==> config.mk <==
export PLATFORM = sky130hd
export DESIGN_NAME = rgb2ycbcr_2pix
export DESIGN_NICKNAME = d
export VERILOG_FILES = /design/src/rtl/rgb2ycbcr_2pix.sv
export SDC_FILE = /design/constraint.sdc
export NUM_CORES = 1
export LEC_CHECK = 0
export CAP_MARGIN = 5
export CORE_MARGIN = 1
export CORE_UTILIZATION = 45
export CTS_CLUSTER_DIAMETER = 120
export DETAILED_ROUTE_END_ITERATION = 16
export MAX_ROUTING_LAYER = met4
export PLACE_DENSITY = 0.72
export SYNTH_ARGS = -nofsm -noshare
export SYNTH_HDL_FRONTEND = slang
export SYNTH_SLANG_ARGS = --single-unit
==> constraint.sdc <==
create_clock -name clk -period 4.2 [get_ports clk]
set_clock_uncertainty 0.15 [all_clocks]
set_input_delay 0.42 -clock clk [delete_from_list [all_inputs] [get_ports clk]]
set_output_delay 0.42 -clock clk [all_outputs]
set_load 0.03 [all_outputs]
==> src/rtl/rgb2ycbcr_2pix.sv <==
// BT.601 RGB to studio-range YCbCr 4:4:4 converter, PIXCEL_NUM independent lanes per clock.
// Three register stages: products, rounded sums, shift/offset/clamp/blank.
module rgb2ycbcr_2pix #(
  parameter int BIT_PER_SYMBLE = 8,
  parameter int PIXCEL_NUM     = 2
) (
  input  logic                                  clk,
  input  logic                                  rst_n,
  input  logic [3*BIT_PER_SYMBLE*PIXCEL_NUM-1:0] rgb_din,
  input  logic [PIXCEL_NUM-1:0]                 rgb_h_sync,
  input  logic [PIXCEL_NUM-1:0]                 rgb_v_sync,
  input  logic [PIXCEL_NUM-1:0]                 rgb_de,
  output logic [3*BIT_PER_SYMBLE*PIXCEL_NUM-1:0] ycbcr_dout,
  output logic [PIXCEL_NUM-1:0]                 ycbcr_h_sync,
  output logic [PIXCEL_NUM-1:0]                 ycbcr_v_sync,
  output logic [PIXCEL_NUM-1:0]                 ycbcr_de
);
  localparam int B  = BIT_PER_SYMBLE;
  localparam int S  = B - 8;
  localparam int PW = B + 8;
  localparam int SW = B + 10;

  localparam logic signed [SW-1:0] RND    = SW'(128);
  localparam logic signed [SW-1:0] Y_OFS  = SW'(16 << S);
  localparam logic signed [SW-1:0] C_OFS  = SW'(128 << S);
  localparam logic signed [SW-1:0] Y_MAX  = SW'(235 << S);
  localparam logic signed [SW-1:0] C_MAX  = SW'(240 << S);
  localparam logic signed [SW-1:0] V_MIN  = SW'(16 << S);
  localparam logic [B-1:0]         MIN_B  = B'(16 << S);
  localparam logic [B-1:0]         YMAX_B = B'(235 << S);
  localparam logic [B-1:0]         CMAX_B = B'(240 << S);
  localparam logic [B-1:0]         BLK_C  = B'(128 << S);

  function automatic logic signed [SW-1:0] ext(input logic [PW-1:0] p);
    return $signed(SW'(p));
  endfunction

  function automatic logic [B-1:0] clamp(input logic signed [SW-1:0] v,
                                         input logic signed [SW-1:0] vmax,
                                         input logic [B-1:0] vmax_b);
    if (v < V_MIN)
      return MIN_B;
    else if (v > vmax)
      return vmax_b;
    else
      return v[B-1:0];
  endfunction

  logic [PIXCEL_NUM-1:0] h1_q, v1_q, de1_q, h2_q, v2_q, de2_q, h3_q, v3_q, de3_q;
  logic [PIXCEL_NUM-1:0] h1_d, v1_d, de1_d, h2_d, v2_d, de2_d, h3_d, v3_d, de3_d;

  always_comb begin
    h1_d  = rgb_h_sync;
    v1_d  = rgb_v_sync;
    de1_d = rgb_de;
    h2_d  = h1_q;
    v2_d  = v1_q;
    de2_d = de1_q;
    h3_d  = h2_q;
    v3_d  = v2_q;
    de3_d = de2_q;
  end

  always_ff @(posedge clk or negedge rst_n) begin
    if (!rst_n) begin
      h1_q <= '0; v1_q <= '0; de1_q <= '0;
      h2_q <= '0; v2_q <= '0; de2_q <= '0;
      h3_q <= '0; v3_q <= '0; de3_q <= '0;
    end else begin
      h1_q <= h1_d; v1_q <= v1_d; de1_q <= de1_d;
      h2_q <= h2_d; v2_q <= v2_d; de2_q <= de2_d;
      h3_q <= h3_d; v3_q <= v3_d; de3_q <= de3_d;
    end
  end

  assign ycbcr_h_sync = h3_q;
  assign ycbcr_v_sync = v3_q;
  assign ycbcr_de     = de3_q;

  genvar gi;
  generate
    for (gi = 0; gi < PIXCEL_NUM; gi++) begin : g_lane
      logic [B-1:0]           r, g, b;
      logic [PW-1:0]          prod_d [9];
      logic [PW-1:0]          prod_q [9];
      logic signed [SW-1:0]   y_sum_d, cb_sum_d, cr_sum_d;
      logic signed [SW-1:0]   y_sum_q, cb_sum_q, cr_sum_q;
      logic signed [SW-1:0]   y_off, cb_off, cr_off;
      logic [3*B-1:0]         dout_d, dout_q;

      assign r = rgb_din[3*B*gi + 2*B +: B];
      assign g = rgb_din[3*B*gi + B   +: B];
      assign b = rgb_din[3*B*gi       +: B];

      // Magnitudes only; the coefficient signs are applied when summing.
      always_comb begin
        prod_d[0] = PW'(r) * PW'(66);
        prod_d[1] = PW'(g) * PW'(129);
        prod_d[2] = PW'(b) * PW'(25);
        prod_d[3] = PW'(r) * PW'(38);
        prod_d[4] = PW'(g) * PW'(74);
        prod_d[5] = PW'(b) * PW'(112);
        prod_d[6] = PW'(r) * PW'(112);
        prod_d[7] = PW'(g) * PW'(94);
        prod_d[8] = PW'(b) * PW'(18);
      end

      always_comb begin
        y_sum_d  = ext(prod_q[0]) + ext(prod_q[1]) + ext(prod_q[2]) + RND;
        cb_sum_d = ext(prod_q[5]) - ext(prod_q[3]) - ext(prod_q[4]) + RND;
        cr_sum_d = ext(prod_q[6]) - ext(prod_q[7]) - ext(prod_q[8]) + RND;
      end

      always_comb begin
        y_off  = (y_sum_q  >>> 8) + Y_OFS;
        cb_off = (cb_sum_q >>> 8) + C_OFS;
        cr_off = (cr_sum_q >>> 8) + C_OFS;
        dout_d = {MIN_B, BLK_C, BLK_C};
        if (de2_q[gi])
          dout_d = {clamp(y_off, Y_MAX, YMAX_B), clamp(cb_off, C_MAX, CMAX_B),
                    clamp(cr_off, C_MAX, CMAX_B)};
      end

      always_ff @(posedge clk or negedge rst_n) begin
        if (!rst_n) begin
          for (int i = 0; i < 9; i++) prod_q[i] <= '0;
          y_sum_q  <= '0;
          cb_sum_q <= '0;
          cr_sum_q <= '0;
          dout_q   <= '0;
        end else begin
          for (int i = 0; i < 9; i++) prod_q[i] <= prod_d[i];
          y_sum_q  <= y_sum_d;
          cb_sum_q <= cb_sum_d;
          cr_sum_q <= cr_sum_d;
          dout_q   <= dout_d;
        end
      end

      assign ycbcr_dout[3*B*gi +: 3*B] = dout_q;
    end
  endgenerate
endmodule

==> results of run 1 <==
-- worst max-delay path: cells and delay by family, from the launching register on --
kind,cells,cell delay (ns)
AOI/OAI and AO/OA,7,1.61
adders and majority gates,3,0.89
DFF,1,0.45
xor gates and xnor gates,2,0.26
and+or+nand+nor,3,0.56
-- worst max-delay path by stage --
| stage | end | cells past startpoint |
|---|---|---|
| final | g_lane[1].cb_sum_q[15]$_DFF_PN0_ | 15 |
| after global routing | g_lane[1].cr_sum_q[15]$_DFF_PN0_ | 15 |
| after CTS | g_lane[1].cr_sum_q[15]$_DFF_PN0_ | 15 |
| after detailed placement | g_lane[1].prod_q[30]$_DFF_PN0_ | 16 |
| after global placement | g_lane[1].prod_q[30]$_DFF_PN0_ | 16 |
| after floorplan | g_lane[1].prod_q[30]$_DFF_PN0_ | 15 |
-- registers in the layout, summed over array words and instances (netlist names) --
| register | flops |
|---|---|
| de1_q | 2 |
| de2_q | 2 |
| g_lane.cb_sum_q | 20 |
| g_lane.cr_sum_q | 20 |
| g_lane.dout_q | 48 |
| g_lane.prod_q | 214 |
| g_lane.y_sum_q | 20 |
| h1_q | 2 |
| h2_q | 2 |
| v1_q | 2 |
| v2_q | 2 |
| ycbcr_de | 2 |
| ycbcr_h_sync | 2 |
| ycbcr_v_sync | 2 |
-- power by group through the flow --
stage	logic, mW	clock network (mW)	registers [mW]
2_1_floorplan	10.0	0	5.27
3_3_place_gp	13.1	0	5.09
3_5_place_dp	13.6	0	5.12
4_1_cts	13.8	4.13	5.08
5_1_grt	15.7	4.27	5.17
6_report	13.9	4.04	5.06
-- cell families (layout without fill, tap and decap cells) --
kind of cell               Yosys count  count (layout)  synth area share
other                                0               1                 0
xor gates and xnor gates           203             203           0.07189
buffers and inverters              361             621           0.05479
DFF                                340             340            0.3440
muxes                                1               1         0.0004048
AOI/OAI and AO/OA                  421             421            0.1090
adders and majority gates          620             620            0.3489
and+or+nand+nor                    341             341           0.07098
-- cell type report --
class	count	area [um^2]
clock buffers	53	1141
well taps	696	870.8
inverters	359	1348
diodes	1	2.502
clock inverters	19	404.1
flip-flops and latches	340	8509
repair buffers	190	1744
fillers	4582	25060
multi-input cells	1586	14950
-- per-stage QoR --
| step | worst slack (ns) | instance area [um^2] |
|---|---|---|
| final | 0.1425 | 28970 |
| after global routing | 0.001608 | 28970 |
| after CTS | 0.04923 | 28880 |
| after detailed placement | -0.3270 | 27320 |
| after global placement | -0.2899 | 27320 |
| after floorplan | 0.2358 | 24730 |
-- timing repair --
action | CTS | global route
hold endpoints to repair | 109 | 0
setup buffers | 0 | 1
hold buffers | 1 | 0
gates resized for setup | 0 | 15
endpoints found under the setup margin | 0 | 11
-- layer usage --
layer | up-vias | part of all wire | GRT usage | routed length, um
met5 | - | 0 | - | 0
met4 | 0 | 0.037 | 0.07615 | 1994
met3 | 116 | 0.041 | 0.03476 | 2209
met2 | 276 | 0.49 | 0.3479 | 26640
met1 | 8261 | 0.43 | 0.2503 | 23620
li1 | 8232 | - | - | -
-- synthesized netlist by cell type, types with 4 or more instances --
| cell | number |
|---|---|
| sky130_fd_sc_hd__a2111oi_0 | 5 |
| sky130_fd_sc_hd__a211o_1 | 5 |
| sky130_fd_sc_hd__a211oi_1 | 12 |
| sky130_fd_sc_hd__a21boi_0 | 4 |
| sky130_fd_sc_hd__a21o_1 | 60 |
| sky130_fd_sc_hd__a21oi_1 | 142 |
| sky130_fd_sc_hd__a31o_2 | 7 |
| sky130_fd_sc_hd__a31oi_1 | 11 |
| sky130_fd_sc_hd__a41o_1 | 4 |
| sky130_fd_sc_hd__a41oi_1 | 5 |
| sky130_fd_sc_hd__and2_1 | 23 |
| sky130_fd_sc_hd__and3_1 | 13 |
| sky130_fd_sc_hd__and3b_1 | 4 |
| sky130_fd_sc_hd__and4_1 | 4 |
| sky130_fd_sc_hd__dfrtp_1 | 340 |
| sky130_fd_sc_hd__fa_1 | 116 |
| sky130_fd_sc_hd__ha_1 | 504 |
| sky130_fd_sc_hd__inv_1 | 359 |
| sky130_fd_sc_hd__nand2_1 | 66 |
| sky130_fd_sc_hd__nand2b_1 | 23 |
| sky130_fd_sc_hd__nand3_1 | 17 |
| sky130_fd_sc_hd__nand4_1 | 6 |
| sky130_fd_sc_hd__nor2_1 | 86 |
| sky130_fd_sc_hd__nor2b_1 | 24 |
| sky130_fd_sc_hd__nor3_1 | 32 |
| sky130_fd_sc_hd__nor4_1 | 11 |
| sky130_fd_sc_hd__nor4b_1 | 8 |
| sky130_fd_sc_hd__o211ai_1 | 5 |
| sky130_fd_sc_hd__o21a_1 | 25 |
| sky130_fd_sc_hd__o21ai_0 | 75 |
| sky130_fd_sc_hd__o21bai_1 | 20 |
| sky130_fd_sc_hd__o22ai_1 | 6 |
| sky130_fd_sc_hd__o311ai_0 | 5 |
| sky130_fd_sc_hd__o31ai_1 | 9 |
| sky130_fd_sc_hd__or2_2 | 5 |
| sky130_fd_sc_hd__or3_1 | 6 |
| sky130_fd_sc_hd__xnor2_1 | 118 |
| sky130_fd_sc_hd__xor2_1 | 85 |
==> metrics.yaml, run 1 <==
critical_path:
  cpMaxStageDelayCell: "sky130_fd_sc_hd__dfrtp_1"
  r2r_cell_count: 15
  crit-reg2reg-launch: "g_lane[1].prod_q[1]$_DFF_PN0_"
  capturing_element_type_of_the_critical_path: "flop"
  cp-startpoint: "g_lane[1].prod_q[1]$_DFF_PN0_"
  setup.worst_path.start_class: "flop"
  worst_r2r_endpoint: "g_lane[1].cb_sum_q[15]$_DFF_PN0_"
  rrSetupSlack_ns: 0.14
  critical_path_peak_fanout: 4
  criticalPathCategory: "reg -> reg"
  arrival_ns: 4.35
  critical-path-max-stage-delay_ns: 0.45
  critical_path_cell_list: "ha_1, and3b_1, o21a_1, o21a_1, o31ai_2, nor2b_1, xnor2_1, ha_1, ha_1, a21o_1, a21o_1, a41o_1, o311ai_0, nand2b_1, xor2_1"
  cp_common_cell: "sky130_fd_sc_hd__ha_1"
  required_time_reported_for_the_critical_path_endpoint_ns: 4.50
detailed_routing:
  route.detailed.drc: 0
  drt-pass1-iter-count: 4
  post_drt_antenna_nets: 0
  drt-total-wl_um: 54460
  via_count: 16890
  routed_wirelength_normalized_by_instance_count_um: 16.79
  first_iter_violations: 651
  avgViaCountPerCell: 5.205
power:
  irDropWorstVdd_mv: 0.5254
  total_leakage_power_nw: 14.89
  clock_power_share: 0.175
  finalPower_mw: 23.05
  power_report.internal_total_mw: 13.40
  power.share.switching: 0.4185
  sequentialPowerShare: 0.220
  power_density_nw_per_um2: 795.7
  power_frac_comb: 0.605
  netSwitchingPower_mw: 9.647
synthesis:
  ys.flop_type: "sky130_fd_sc_hd__dfrtp_1"
  synth-edff-count: 0
  syn_nets: 2963
  post_synth_main_area_contributors: "sky130_fd_sc_hd__dfrtp_1 34%, sky130_fd_sc_hd__ha_1 25%, sky130_fd_sc_hd__fa_1 9.4%"
  synth_cells: 2287
  synth.top_cell.area_share: 0.3440
  synth_area_per_cell_um2: 10.81
  part_of_the_yosys_area_used_for_sequential_elements: 0.3440
  synth-async-reset-ratio: 1.000
  synth_area_leader_cell: "sky130_fd_sc_hd__dfrtp_1"
  ys_types: 63
  syn_area_um2: 24730
  yosys_warn_count: 0
  synth-seq-cells: 340
die:
  coreArea_um2: 54030
  site_row_count: 85
  die_y_um: 236.4
  ios: 110
  initial_core_util: 0.4577
  fp.dieW_um: 236.4
  die_area_um2: 55900
finish:
  count_of_nets_after_finishing: 3194
  layout-area-overhead-vs-synth_pct: 17.14
  final_layout_size_suffix_gt1_frac: 0.07067
  layout_common_cells: "502 x sky130_fd_sc_hd__ha_1, 359 x sky130_fd_sc_hd__inv_1, 339 x sky130_fd_sc_hd__dfrtp_1, 141 x sky130_fd_sc_hd__a21oi_1, 118 x sky130_fd_sc_hd__xnor2_1"
  final_cell_count_no_fill: 3244
  finalCoreUtilization: 0.5362
  layout.cells.most_common: "sky130_fd_sc_hd__ha_1"
sta:
  timing.hold.ws_ns: 0.1516
  finalSetupViolations: 0
  fin_setup_tns_ns: 0
  worstMarginPinSlew_ns: 0.9319
  unrepaired_setup_endpoints_after_global_routing: "false"
  finalHoldViolations: 0
  fmax_mhz: 246.5
  final_period_minus_worst_setup_slack_ns: 4.058
  max-slew-margin-rel: 0.3787
  timing_max_transition_violations_final: 0
  final_worst_path_period_share: 0.9661
place:
  place.gp.congestion: 0.8647
  numPlacedInstances: 3169
  hpwlAfterDp_um: 43400
  buffer_ports.inserted: 109
min_path:
  whs_endpoint: "de1_q[0]$_DFF_PN0_"
  hp-start: "rgb_de[0]"
  hp-class: "in -> reg"
  hold-path-cell-count: 1
clock_network:
  clock_tree_from_tritoncts: "yes"
  clock_tree.buffer_depth: 3
  numCtsBuffers: 41
  cts.root.buffer_cell: "sky130_fd_sc_hd__clkbuf_16"
  cts_sinks: 340
  htreeDepth: 2
  clk_pin_slew_ns: 0.06
  clock_insertion_delay_worst_skew_ns: 0.59
global_route:
  first_global_vias: 17840
  antenna_violations_before_repair: 1
  first_pass_grt_wire_length_um: 89450
  grt_max_degree: 114
  globalRoute.totalOverflow: 0
  global_route.usage.total: 0.2074
status:
  outcome: "complete, no violations"
flow_run:
  timing.max_cap.violations: 0
(Power assumes the default switching activity.)
==> run 2: changes to the inputs <==
Clock period 4.2 ns to 4.3 ns, I/O delays scaled along.
==> run 2 against run 1 <==
  * Combinational power decreased by 4%
  * Highest routed layer unchanged
  * Worst setup slack improved by 0.13 ns
  * Sequential cell count unchanged
  * Maximum frequency increased by 0.70%
  * Critical path depth unchanged
  * Count of clock-buffer cells in the layout increased by 6
==> metrics.yaml, run 2 (same netlist as run 1, synthesis figures left out) <==
die:
  die_area_um2: 55900
  site_row_count: 85
  fp.dieW_um: 236.4
  coreArea_um2: 54030
  initial_core_util: 0.4577
  die_y_um: 236.4
  ios: 110
global_route:
  globalRoute.totalOverflow: 0
  first_global_vias: 17960
  first_pass_grt_wire_length_um: 89190
  antenna_violations_before_repair: 0
  global_route.usage.total: 0.2060
  grt_max_degree: 109
critical_path:
  worst-path-buf-inv: 0
  cpMaxStageDelayCell: "sky130_fd_sc_hd__dfrtp_1"
  critical_path_cell_list: "ha_1, and3b_1, o21a_1, o21a_1, o31ai_2, nor2b_1, xnor2_1, ha_1, ha_1, a21o_1, a21o_1, a41o_1, o311ai_0, nand2b_1, xor2_1"
  worst_r2r_endpoint: "g_lane[1].cb_sum_q[15]$_DFF_PN0_"
  criticalPathCategory: "reg -> reg"
  crit-reg2reg-launch: "g_lane[1].prod_q[1]$_DFF_PN0_"
  capturing_element_type_of_the_critical_path: "flop"
  rrSetupSlack_ns: 0.27
  r2r_cell_count: 15
  arrival_ns: 4.32
  setup.worst_path.start_class: "flop"
  critical-path-max-stage-delay_ns: 0.47
  required_time_reported_for_the_critical_path_endpoint_ns: 4.59
  critPathTopFamily: "compound AO/OA/AOI/OAI gates"
  cp_common_cell: "sky130_fd_sc_hd__ha_1"
  critical_path_peak_fanout: 4
status:
  outcome: "complete, no violations"
clock_network:
  clock_tree.buffer_depth: 3
  clock_insertion_delay_worst_skew_ns: 0.57
  post-cts-setup-buffers: 0
  htreeDepth: 2
  numCtsBuffers: 40
  cts.root.buffer_cell: "sky130_fd_sc_hd__clkbuf_16"
  cts_sinks: 340
  clk_pin_slew_ns: 0.06
  clock_tree_from_tritoncts: "yes"
place:
  place_worst_setup_slack_ns: -0.2169
  placed_cell_area_um2: 27230
  hpwlAfterDp_um: 43330
  place.gp.congestion: 0.9033
  buffer_ports.inserted: 109
min_path:
  hp-class: "in -> reg"
  hp-start: "rgb_de[1]"
  whs_endpoint: "de1_q[1]$_DFF_PN0_"
  hold-path-cell-count: 1
power:
  power_density_nw_per_um2: 758.4
  finalPower_mw: 21.68
  power.share.switching: 0.4226
  clock_power_share: 0.155
  total_leakage_power_nw: 14.69
  power_report.internal_total_mw: 12.52
  netSwitchingPower_mw: 9.162
  power_frac_comb: 0.618
  sequentialPowerShare: 0.227
  irDropWorstVdd_mv: 0.5530
sta:
  finalHoldViolations: 0
  final_period_minus_worst_setup_slack_ns: 4.029
  fin_setup_tns_ns: 0
  final_worst_path_period_share: 0.9370
  worst_slack_ns: 0.2707
  timing_max_transition_violations_final: 0
  fmax_mhz: 248.2
  unrepaired_setup_endpoints_after_global_routing: "false"
  max-slew-margin-rel: 0.3520
  worstMarginPinSlew_ns: 0.9720
  finalSetupViolations: 0
finish:
  final_layout_size_suffix_gt1_frac: 0.06159
  count_of_nets_after_finishing: 3180
  top_flop_regs: "g_lane.prod_q (214), g_lane.dout_q (48)"
  final_design_area_no_fill_um2: 28590
  layout_common_cells: "504 x sky130_fd_sc_hd__ha_1, 359 x sky130_fd_sc_hd__inv_1, 339 x sky130_fd_sc_hd__dfrtp_1, 142 x sky130_fd_sc_hd__a21oi_1, 118 x sky130_fd_sc_hd__xnor2_1"
  layout.cells.most_common: "sky130_fd_sc_hd__ha_1"
  finalCoreUtilization: 0.5291
  largest_register: "g_lane.prod_q"
  largest_reg_flops: 214
  diodes: 0
  layout-area-overhead-vs-synth_pct: 15.59
flow_run:
  timing.max_cap.violations: 0
detailed_routing:
  drt-total-wl_um: 53500
  route.detailed.drc: 0
  avgViaCountPerCell: 5.198
  post_drt_antenna_nets: 0
  routed_wirelength_normalized_by_instance_count_um: 16.57
  via_count: 16780
  drt-pass1-iter-count: 5
  first_iter_violations: 774
-- run 2: cell count changes in the layout (fill, tap and decap cells not counted), moves of 2 or more --
cell                         previous run  this run
sky130_fd_sc_hd__ha_1                 502       504
sky130_fd_sc_hd__clkbuf_8               7         9
sky130_fd_sc_hd__bufinv_16             10         2
sky130_fd_sc_hd__ha_4                   2         0
sky130_fd_sc_hd__clkinvlp_4             0         4
sky130_fd_sc_hd__clkbuf_1               5         9
sky130_fd_sc_hd__buf_4                 77        64
-- run 2: final cells by class --
type | instances | area, um^2
inverter | 359 | 1348
sequential | 340 | 8509
tap | 696 | 870.8
multi-input combinational | 1586 | 14900
clock inverter | 12 | 131.4
fill | 4617 | 25440
timing repair buffer | 177 | 1647
clock buffer | 59 | 1184
-- run 2: timing repair --
item                       4_1_cts  5_1_grt
hold endpoints to repair       105        0
hold buffers                     1        0
resized for setup                0        7
setup endpoints to repair        0        9
-- run 2: layer usage --
layer | GRT usage | wire length, um | vias up
li1 | - | - | 8212
met1 | 0.2491 | 23080 | 8153
met2 | 0.3574 | 26730 | 321
met3 | 0.02809 | 2183 | 98
met4 | 0.05903 | 1513 | 0
met5 | - | 0 | -
-- run 2: worst max path at each step --
stage,start,endpoint,depth (start not counted)
after global placement,rgb_din[34],g_lane[1].prod_q[30]$_DFF_PN0_,16
after global routing,g_lane[1].prod_q[1]$_DFF_PN0_,g_lane[1].cb_sum_q[15]$_DFF_PN0_,15
final,g_lane[1].prod_q[1]$_DFF_PN0_,g_lane[1].cb_sum_q[15]$_DFF_PN0_,15
after detailed placement,rgb_din[35],g_lane[1].prod_q[30]$_DFF_PN0_,16
after floorplan,rgb_din[34],g_lane[1].prod_q[30]$_DFF_PN0_,15
after CTS,g_lane[1].prod_q[1]$_DFF_PN0_,g_lane[1].cb_sum_q[15]$_DFF_PN0_,14
-- run 2: stage by stage --
stage	hold slack (ns)	std cells
floorplan	-0.01559	2287
global placement	0.1839	3157
detailed placement	0.1862	3157
CTS	0.1283	3229
global route	0.1336	3229
finish	0.1623	3229
-- run 2: power groups by stage --
stage / logic [mW] / clock network (mW) / registers (mW)
after floorplan: 9.77 / 0 / 5.15
after global placement: 12.7 / 0 / 4.95
after detailed placement: 13.3 / 0 / 4.98
after CTS: 13.5 / 3.46 / 4.93
after global routing: 15.2 / 3.59 / 5.03
final: 13.4 / 3.36 / 4.93
